==> config.mk <==
export PLATFORM = sky130hd
export DESIGN_NAME = priority_demux_dispatch
export DESIGN_NICKNAME = d
export VERILOG_FILES = /design/src/rtl/pdd_pkg.sv /design/src/rtl/pdd_lane_counter.sv /design/src/rtl/priority_demux_dispatch.sv
export SDC_FILE = /design/constraint.sdc
export NUM_CORES = 1
export LEC_CHECK = 0
export ABC_AREA = 1
export BUFFER_PORTS_ARGS = -buffer_cell sky130_fd_sc_hd__buf_4
export CORE_MARGIN = 1
export CORE_UTILIZATION = 25
export DETAILED_ROUTE_END_ITERATION = 16
export PLACE_DENSITY_LB_ADDON = 0.08
export SYNTH_ARGS = -nofsm -noshare
export SYNTH_HDL_FRONTEND = slang
export SYNTH_HIERARCHICAL = 1
export SYNTH_SLANG_ARGS = --single-unit
==> constraint.sdc <==
create_clock -name clk -period 1.6 [get_ports clk]
set_input_delay 0.16 -clock clk [delete_from_list [all_inputs] [get_ports clk]]
set_output_delay 0.16 -clock clk [all_outputs]
set_load 0.005 [all_outputs]
==> src/rtl/pdd_pkg.sv <==
// Shared definitions for the priority demux dispatcher.
//   Lane index constants, the FSM state encoding and the sel-to-lane decode function.
package pdd_pkg;

   localparam int unsigned NLANES = 5;

   localparam logic [2:0] LANE0     = 3'd0;
   localparam logic [2:0] LANE1     = 3'd1;
   localparam logic [2:0] LANE2     = 3'd2;
   localparam logic [2:0] LANE3     = 3'd3;
   localparam logic [2:0] LANE_DFLT = 3'd4;

   localparam logic S_EMPTY = 1'b0;
   localparam logic S_FULL  = 1'b1;

   typedef enum logic {
      StEmpty = S_EMPTY,
      StFull  = S_FULL
   } state_e;

   // sel==0 goes to the default lane; otherwise pick the highest (prio_msb=1)
   // or lowest (prio_msb=0) set bit.
   function automatic logic [2:0] sel2lane(input logic [3:0] sel, input logic prio_msb);
      logic [2:0] lane;
      lane = LANE_DFLT;
      if (prio_msb) begin
         for (int i = 0; i < 4; i++) begin
            if (sel[i]) lane = 3'(i);
         end
      end else begin
         for (int i = 3; i >= 0; i--) begin
            if (sel[i]) lane = 3'(i);
         end
      end
      return lane;
   endfunction

endpackage

==> src/rtl/pdd_lane_counter.sv <==
// Per-lane dispatch counter.
//   clk, rst_n : clock, async active-low reset
//   inc        : count one completed transfer
//   clr        : synchronous clear, wins over inc
//   cnt        : current count, wraps modulo 2^CW
module pdd_lane_counter #(
   parameter int unsigned CW = 16
) (
   input  logic          clk,
   input  logic          rst_n,
   input  logic          inc,
   input  logic          clr,
   output logic [CW-1:0] cnt
);

   logic [CW-1:0] cnt_q, cnt_d;

   always_comb begin
      cnt_d = cnt_q;
      if (clr) begin
         cnt_d = '0;
      end else if (inc) begin
         cnt_d = cnt_q + 1'b1;
      end
   end

   always_ff @(posedge clk or negedge rst_n) begin
      if (!rst_n) begin
         cnt_q <= '0;
      end else begin
         cnt_q <= cnt_d;
      end
   end

   assign cnt = cnt_q;

endmodule

==> src/rtl/priority_demux_dispatch.sv <==
// Routes a single valid/ready item stream to one of five lanes selected by a
// priority decode of a 4-bit mask (lane 4 when the mask is empty). One register stage.
//   clk, rst_n          : clock, async active-low reset
//   in_valid/in_ready   : producer handshake
//   in_data, in_sel     : payload and destination mask
//   out_valid[4:0]      : one-hot pending lane
//   out_ready[4:0]      : per-lane consumer ready (only the pending lane is observed)
//   out_data            : payload shared by all lanes
//   cnt_clr             : synchronous clear of all lane counters
//   lane_cnt            : packed per-lane completed-transfer counts, lane k at [k*CW +: CW]
module priority_demux_dispatch
   import pdd_pkg::*;
#(
   parameter int unsigned DW       = 8,
   parameter int unsigned PRIO_MSB = 1,
   parameter int unsigned CW       = 16
) (
   input  logic               clk,
   input  logic               rst_n,
   input  logic               in_valid,
   output logic               in_ready,
   input  logic [DW-1:0]      in_data,
   input  logic [3:0]         in_sel,
   output logic [NLANES-1:0]  out_valid,
   input  logic [NLANES-1:0]  out_ready,
   output logic [DW-1:0]      out_data,
   input  logic               cnt_clr,
   output logic [NLANES*CW-1:0] lane_cnt
);

   state_e        state_q, state_d;
   logic [2:0]    lane_q, lane_d;
   logic [DW-1:0] data_q, data_d;
   logic          xfer;
   logic          accept;

   // Only the pending lane's ready matters; lane_q is always 0..4.
   assign xfer     = (state_q == StFull) && out_ready[lane_q];
   assign in_ready = (state_q == StEmpty) || out_ready[lane_q];
   assign accept   = in_valid && in_ready;

   always_comb begin
      state_d = state_q;
      lane_d  = lane_q;
      data_d  = data_q;
      unique case (state_q)
         StEmpty: begin
            if (in_valid) begin
               state_d = StFull;
               lane_d  = sel2lane(in_sel, PRIO_MSB != 0);
               data_d  = in_data;
            end
         end
         StFull: begin
            if (xfer) begin
               if (in_valid) begin
                  // Reload in the transfer cycle for full throughput.
                  lane_d = sel2lane(in_sel, PRIO_MSB != 0);
                  data_d = in_data;
               end else begin
                  state_d = StEmpty;
               end
            end
         end
         default: state_d = StEmpty;
      endcase
   end

   always_ff @(posedge clk or negedge rst_n) begin
      if (!rst_n) begin
         state_q <= StEmpty;
         lane_q  <= LANE_DFLT;
         data_q  <= '0;
      end else begin
         state_q <= state_d;
         lane_q  <= lane_d;
         data_q  <= data_d;
      end
   end

   always_comb begin
      out_valid = '0;
      if (state_q == StFull) out_valid[lane_q] = 1'b1;
   end

   assign out_data = data_q;

   for (genvar k = 0; k < NLANES; k++) begin : g_cnt
      logic inc_k;
      assign inc_k = xfer && (lane_q == 3'(k));
      pdd_lane_counter #(
         .CW (CW)
      ) u_cnt (
         .clk   (clk),
         .rst_n (rst_n),
         .inc   (inc_k),
         .clr   (cnt_clr),
         .cnt   (lane_cnt[k*CW +: CW])
      );
   end

   // accept is consumed implicitly by the FSM; keep it visible for debug.
   logic unused_accept;
   assign unused_accept = accept;

endmodule

==> flow_summary.toml, run 1 <==
[outcome]
run_status = "finished with violations"
violated_checks = "setup timing"

[final_layout]
layout.cells.most_common = "sky130_fd_sc_hd__nand2_1"
fin_util_pct = 36.8
nets = 931
nFillCells = 2200
areaGrowthSynthToFinish_pct = 42.8
final_cell_mix = "sky130_fd_sc_hd__nand2_1 (181), sky130_fd_sc_hd__buf_4 (154), sky130_fd_sc_hd__nor2_1 (119)"
num_antenna_cells = 0
post_route_cells_drive_above_1_share_pct = 34.8

[global_route]
pin_count_of_the_biggest_net_entering_global_routing = 93
initial_antenna_violation_count = 0
first_global_vias = 4922
gr-total-overflow = 0
wire_length_of_the_first_global_routing_pass_um = 24800
grtUsageTotal_pct = 14.3

[place]
buffer_ports.inserted = 114
weighted_congestion_reported_at_the_end_of_routability_driven_placement = 0.780
detailed_place_hpwl_um = 10900

[hold_path]
min-delay-path-class = "input port to flip-flop"

[floorplan]
num_io_pins = 115
die_w_um = 147
fp.dieArea_mm2 = 0.0217
fp-row-count = 52
floorplan.initialDensity_pct = 25.8
die_h_um = 147
core_area_mm2 = 0.0205

[sta]
clock.fmax_mhz = 539
final_hold_viol_count = 0
tns_ns = -10.34
final.setup_skew_ns = 0.0104
unrepaired_setup_endpoints_after_global_routing = "true"
timing_max_transition_violations_final = 0
max_slew.worst_pin.slew_ns = 0.533
post_layout_minimum_cycle_time_ns = 1.85
part_of_the_cycle_the_worst_path_needs_pct = 116
final_critical_path_setup_slack_ns = -0.254
slew_headroom_pct = 64.5
finalSetupViolCount = 86

[setup_path]
crit_type = "flip-flop to output pin"
crit_path_arrival_time_ns = 1.69
path_cells = "inv_4, nand2_2, nand2_1, nand2_1, nand2_1, nand2_2, buf_4, buf_6, buf_4, nand3_4, buf_6"
critical_r2r_capture = "g_cnt[1].u_cnt/cnt[15]"
critical_path.startpoint_type = "flip-flop"
r2r-start = "lane_q[0]"
worst_path_dominant_cell_family = "buffers and inverters"
endpoint_kind = "output pin"
worst_path_max_delay_cell = "sky130_fd_sc_hd__dfrtp_2"
r2r_cells = 12
cpPeakStageDelay_ns = 0.46
cp.required_ns = 1.44
crit_cells = 11
critPathBufInv = 5
crit_start = "lane_q[0]"
critical_path_destination = "in_ready"
critPathMaxFanout = 7
r2r_setup_slack_ns = -0.25
critPathMostFrequentCell = "sky130_fd_sc_hd__nand2_1"

[detailed_routing]
dr_total_vias = 5126
drt_first_iter_violations = 128
via_to_cell_ratio = 4.34
drc_violations_left = 0
drt_pass1_iterations = 4
detail_route.wirelength_um = 15000
drt.antenna.violating_nets = 0
wl_per_cell_um = 12.7

[power]
total_power_uw = 7110
vdd.ir_drop.worst_uv = 636
cellInternalPower_uw = 4840
p_per_area_mw_per_mm2 = 942
p_sw_share_pct = 31.9
pwr-share-comb_pct = 30.6
pwr-share-seq_pct = 38.0
cellLeakagePower_uw = 0.00366
switchingPower_uw = 2260
clockPowerShare_pct = 31.4

[clock_tree]
numCtsBuffers = 9
clkTransAtPathRegs_ns = 0.08
clock_path_buffers = 2
cts_root_buf = "sky130_fd_sc_hd__clkbuf_16"
tritoncts_clock_tree = "built"
tritoncts_num_sinks = 92
clk_latency_ns = 0.35
htreeDepth = 3

[yosys]
synthXorXnorAreaFrac_pct = 0.829
synth.yosys.seq_area_share_pct = 43.6
ys_seq_elements = 92
yosysWarnings = 6
compound_gate_portion_of_the_synthesized_area_pct = 6.89
synth_area_per_cell_um2 = 7.18
synth_top_family_by_area = "simple AND/OR/NAND/NOR gates"
synth_mux_area_share_pct = 0
mappedNetlistArea_mm2 = 0.00529
netlist_instances = 736
synth.lib_cells_used.distinct = 31
synth.net_count = 762
synth_fa_ha_area_share_pct = 1.18
post_synth_and_or_nand_nor_area_fraction_pct = 39.1

[flow_run]
maxCapViolations = 0
-- cells in the mapped netlist (all sizes together) --
| cell type | count | share of area (%) |
|---|---|---|
| dfstp | 1 | 0.50 |
| nor2 | 162 | 13 |
| ha | 5 | 1.2 |
| clkbuf | 1 | 0.071 |
| a31oi | 5 | 0.59 |
| a211oi | 5 | 0.71 |
| nor3 | 15 | 1.9 |
| nand3 | 48 | 5.3 |
| nand2 | 215 | 17 |
| xnor2 | 5 | 0.83 |
| nand4 | 15 | 1.8 |
| nor4 | 1 | 0.12 |
| o21ai | 20 | 1.9 |
| o21bai | 6 | 0.85 |
| a21oi | 30 | 2.8 |
| inv | 102 | 7.3 |
| dfrtp | 91 | 43 |
| or2 | 1 | 0.12 |
| buf | 8 | 1.0 |
-- logic make-up (layout without fill, tap and decap cells) --
family,Yosys count,in the layout
and+or+nand+nor,457,458
xor gates and xnor gates,5,5
adders and majority gates,5,5
AOI/OAI and AO/OA,66,66
buffers and inverters,111,284
DFF,92,92
-- worst reg2reg max path: cells and delay by family (launching register included) --
family	cells	cell delay, ns
buffers and inverters	3	0.27
DFF	1	0.45
and+or+nand+nor	9	1.04
-- state kept, by name (all words and copies together) (netlist names) --
| name | count |
|---|---|
| lane_q | 3 |
| g_cnt.u_cnt/cnt | 80 |
| out_data | 8 |
| state_q | 1 |
-- worst min path at each step --
stage,start,endpoint,depth (start not counted)
2_1_floorplan,rst_n,g_cnt[0].u_cnt/cnt[0],0
3_3_place_gp,rst_n,g_cnt[4].u_cnt/cnt[14],2
3_5_place_dp,rst_n,g_cnt[4].u_cnt/cnt[12],2
4_1_cts,in_data[3],out_data[3],3
5_1_grt,in_data[6],out_data[6],3
6_report,in_data[0],out_data[0],3
-- power groups by stage --
stage / Sequential, uW / Combinational, uW / Clock [uW]
finish: 2700 / 2180 / 2230
global route: 2730 / 2430 / 2430
CTS: 2700 / 1880 / 2330
detailed placement: 2740 / 1700 / 0
global placement: 2740 / 1720 / 0
floorplan: 2690 / 833 / 0
-- area by class of cell --
type / instances / area, um^2 / share of cell area, %
multi-input cells: 534 / 2900 / 38.5
flip-flops and latches: 92 / 2310 / 30.6
repair buffers: 166 / 1310 / 17.3
inverters: 102 / 393 / 5.21
well taps: 270 / 338 / 4.48
clock buffers: 9 / 225 / 2.99
clock inverters: 7 / 73.8 / 0.978
-- through the flow --
step / worst slack [ns] / area (um^2) / hold slack [ns] / cells
2_1_floorplan: -0.0535 / 5320 / -0.136 / 736
3_3_place_gp: -0.298 / 6770 / 0.275 / 1151
3_5_place_dp: -0.286 / 6770 / 0.271 / 1151
4_1_cts: -0.196 / 7220 / 0.0228 / 1172
5_1_grt: -0.393 / 7540 / 0.0257 / 1180
6_report: -0.254 / 7540 / 0.0250 / 1180
-- metal layers --
layer | track usage, % | up-vias | part of all wire, %
met5 | 0 | - | 0
met4 | 5.21 | 0 | 1.5
met3 | 2.72 | 11 | 4.3
met2 | 22.2 | 103 | 45
met1 | 19.8 | 2363 | 50
li1 | - | 2649 | -
-- timing repair --
action / CTS / global route
endpoints found under the hold margin: 91 / 0
hold buffers: 1 / 0
gates resized for setup: 31 / 68
setup endpoints to repair: 76 / 96
cloned: 0 / 1
pin swaps: 17 / 26
buffers inserted: 4 / 7
No activity file was read; power rests on OpenSTA's default activity.
==> run 2: changes to the inputs <==
clock period = 1.55 ns   (was 1.6 ns; I/O delays follow)
==> run 2 against run 1 <==
- the flow still finishes with violations (setup timing)
- die area did not move
- first-iteration DRC count rose by 10%
- final area rose by 1.1%
- total power rose by 5.1%
- final cell count rose by 0.34%
- clock-buffer cell count rose by 5
- combinational power rose by 19%
- highest routed layer unchanged
==> flow_summary.toml, run 2 (synthesis gave the netlist of run 1 again) <==
[sta]
timing_max_transition_violations_final = 0
tns_ns = -14.77
final_critical_path_setup_slack_ns = -0.303
final.setup_skew_ns = 0.0110
final_hold_viol_count = 0
smallest_hold_slack_ns = 0.0179
post_layout_minimum_cycle_time_ns = 1.85
clock.fmax_mhz = 540
slew_headroom_pct = 70.1
max_slew.worst_pin.slew_ns = 0.448
finalSetupViolCount = 91
unrepaired_setup_endpoints_after_global_routing = "true"
part_of_the_cycle_the_worst_path_needs_pct = 120

[floorplan]
die_w_um = 147
core_area_mm2 = 0.0205
fp-row-count = 52
fp.dieArea_mm2 = 0.0217
floorplan.initialDensity_pct = 25.8
num_io_pins = 115
die_h_um = 147

[final_layout]
post_route_cells_drive_above_1_share_pct = 36.4
nets = 935
num_antenna_cells = 0
areaGrowthSynthToFinish_pct = 44.4
finalNonFillerCells = 1184
fin_util_pct = 37.2
final_cell_mix = "sky130_fd_sc_hd__nand2_1 (171), sky130_fd_sc_hd__buf_4 (158), sky130_fd_sc_hd__nor2_1 (120)"
layout.cells.most_common = "sky130_fd_sc_hd__nand2_1"
max_ffs_per_register = 80

[outcome]
violated_checks = "setup timing"
run_status = "finished with violations"

[detailed_routing]
via_to_cell_ratio = 4.30
drt_first_iter_violations = 141
drt_pass1_iterations = 4
drt.antenna.violating_nets = 0
dr_total_vias = 5090
detail_route.wirelength_um = 15100
drc_violations_left = 0
wl_per_cell_um = 12.8

[clock_tree]
cts_root_buf = "sky130_fd_sc_hd__clkbuf_16"
htreeDepth = 3
tritoncts_clock_tree = "built"
numCtsBuffers = 9
tritoncts_num_sinks = 92
clkTransAtPathRegs_ns = 0.07
clk_latency_ns = 0.35
clock_path_buffers = 2

[power]
pwr-share-seq_pct = 37.2
cellLeakagePower_uw = 0.00365
cellInternalPower_uw = 5050
p_sw_share_pct = 32.4
clockPowerShare_pct = 28.1
p_per_area_mw_per_mm2 = 979
switchingPower_uw = 2420
vdd.ir_drop.worst_uv = 802
pwr-share-comb_pct = 34.7

[flow_run]
maxCapViolations = 0

[setup_path]
r2r_cells = 16
cp.required_ns = 1.79
critical_path.startpoint_type = "flip-flop"
critPathMaxFanout = 7
crit_path_arrival_time_ns = 2.09
crit_type = "flip-flop to flip-flop"
endpoint_kind = "flip-flop"

[place]
place_ws_ns = -0.337
post-place-cells = 1147
detailed_place_hpwl_um = 10900
weighted_congestion_reported_at_the_end_of_routability_driven_placement = 0.760
buffer_ports.inserted = 114

[global_route]
gr-usage-met1_pct = 18.8
first_global_vias = 4871
initial_antenna_violation_count = 0
met2_global_route_usage_pct = 22.5
grtUsageTotal_pct = 14.2
gr-total-overflow = 0
pin_count_of_the_biggest_net_entering_global_routing = 41
wire_length_of_the_first_global_routing_pass_um = 24600
global_route.peak_usage_layer = "met2"
gr-usage-met3_pct = 3.98

[hold_path]
min-delay-path-class = "input port to flip-flop"
holdPathStages = 3
-- run 2: cell types whose count changed in the layout (fill, tap and decap cells not counted), moves of 3 or more --
| cell | delta |
|---|---|
| sky130_fd_sc_hd__clkbuf_1 | +4 |
| sky130_fd_sc_hd__buf_4 | +4 |
| sky130_fd_sc_hd__o21ai_1 | +5 |
| sky130_fd_sc_hd__nor3_1 | -3 |
| sky130_fd_sc_hd__nand2_2 | +10 |
| sky130_fd_sc_hd__nand3_1 | -4 |
| sky130_fd_sc_hd__nand2_1 | -10 |
| sky130_fd_sc_hd__inv_6 | -3 |
| sky130_fd_sc_hd__nand3_2 | +3 |
| sky130_fd_sc_hd__o21ai_0 | -5 |
-- run 2: critical path, cell delays in order, from the launching register on --
cell                      delay [ns]
sky130_fd_sc_hd__dfrtp_2        0.47
sky130_fd_sc_hd__inv_4          0.09
sky130_fd_sc_hd__nand2_2        0.04
sky130_fd_sc_hd__nand2_1        0.05
sky130_fd_sc_hd__nand2_1        0.04
sky130_fd_sc_hd__nand2_1        0.07
sky130_fd_sc_hd__nand2_2        0.07
sky130_fd_sc_hd__nand2_4        0.12
sky130_fd_sc_hd__nand2_2        0.08
sky130_fd_sc_hd__inv_4          0.07
sky130_fd_sc_hd__nor2_4         0.05
sky130_fd_sc_hd__nor2_4         0.21
sky130_fd_sc_hd__nand3_2        0.12
sky130_fd_sc_hd__nor2_4         0.12
sky130_fd_sc_hd__nand2_1        0.05
sky130_fd_sc_hd__nand2_1        0.05
sky130_fd_sc_hd__nor2_1         0.04
-- run 2: layout make-up --
class	count	area [um^2]
timing repair buffer	170	1350
fill	2206	12900
inverter	102	395
multi-input combinational	534	2970
clock inverter	2	12.5
tap	270	338
sequential	92	2310
clock buffer	14	254
-- run 2: per-layer routing --
layer  up-vias  routed length [um]
met5         -                   0
met4         0                 166
met3         9                 784
met2        90                6890
met1      2335                7260
li1       2656                   -
-- run 2: timing repair --
item | CTS | global route
hold buffers | 1 | 0
endpoints found under the setup margin | 83 | 96
pin swaps | 11 | 43
gates resized for setup | 39 | 82
buffers inserted | 7 | 13
gates cloned | 0 | 1
endpoints found under the hold margin | 19 | 0
-- run 2: final timing paths --
path,to,slack (ns),from
min in group asynchronous,g_cnt[4].u_cnt/cnt[15],0.25,rst_n
max in group asynchronous,lane_q[2],0.74,rst_n
setup / recovery,g_cnt[1].u_cnt/cnt[15],-0.30,lane_q[0]
setup reg to reg,g_cnt[1].u_cnt/cnt[15],-0.30,lane_q[0]
hold / removal,out_data[3],0.02,in_data[3]
hold reg to reg,out_data[6],0.49,out_data[6]
-- run 2: metrics by stage --
stage               instance area [um^2]  total power (uW)
floorplan                           5320              3640
global placement                    6750              4580
detailed placement                  6750              4560
global route                        7630              7950
CTS                                 7210              6950
finish                              7630              7470
-- run 2: power groups by stage --
stage	clock network (uW)	registers, uW	logic (uW)
6_report	2100	2780	2590
5_1_grt	2300	2810	2850
4_1_cts	2220	2770	1960
3_5_place_dp	0	2800	1750
3_3_place_gp	0	2810	1770
2_1_floorplan	0	2780	860
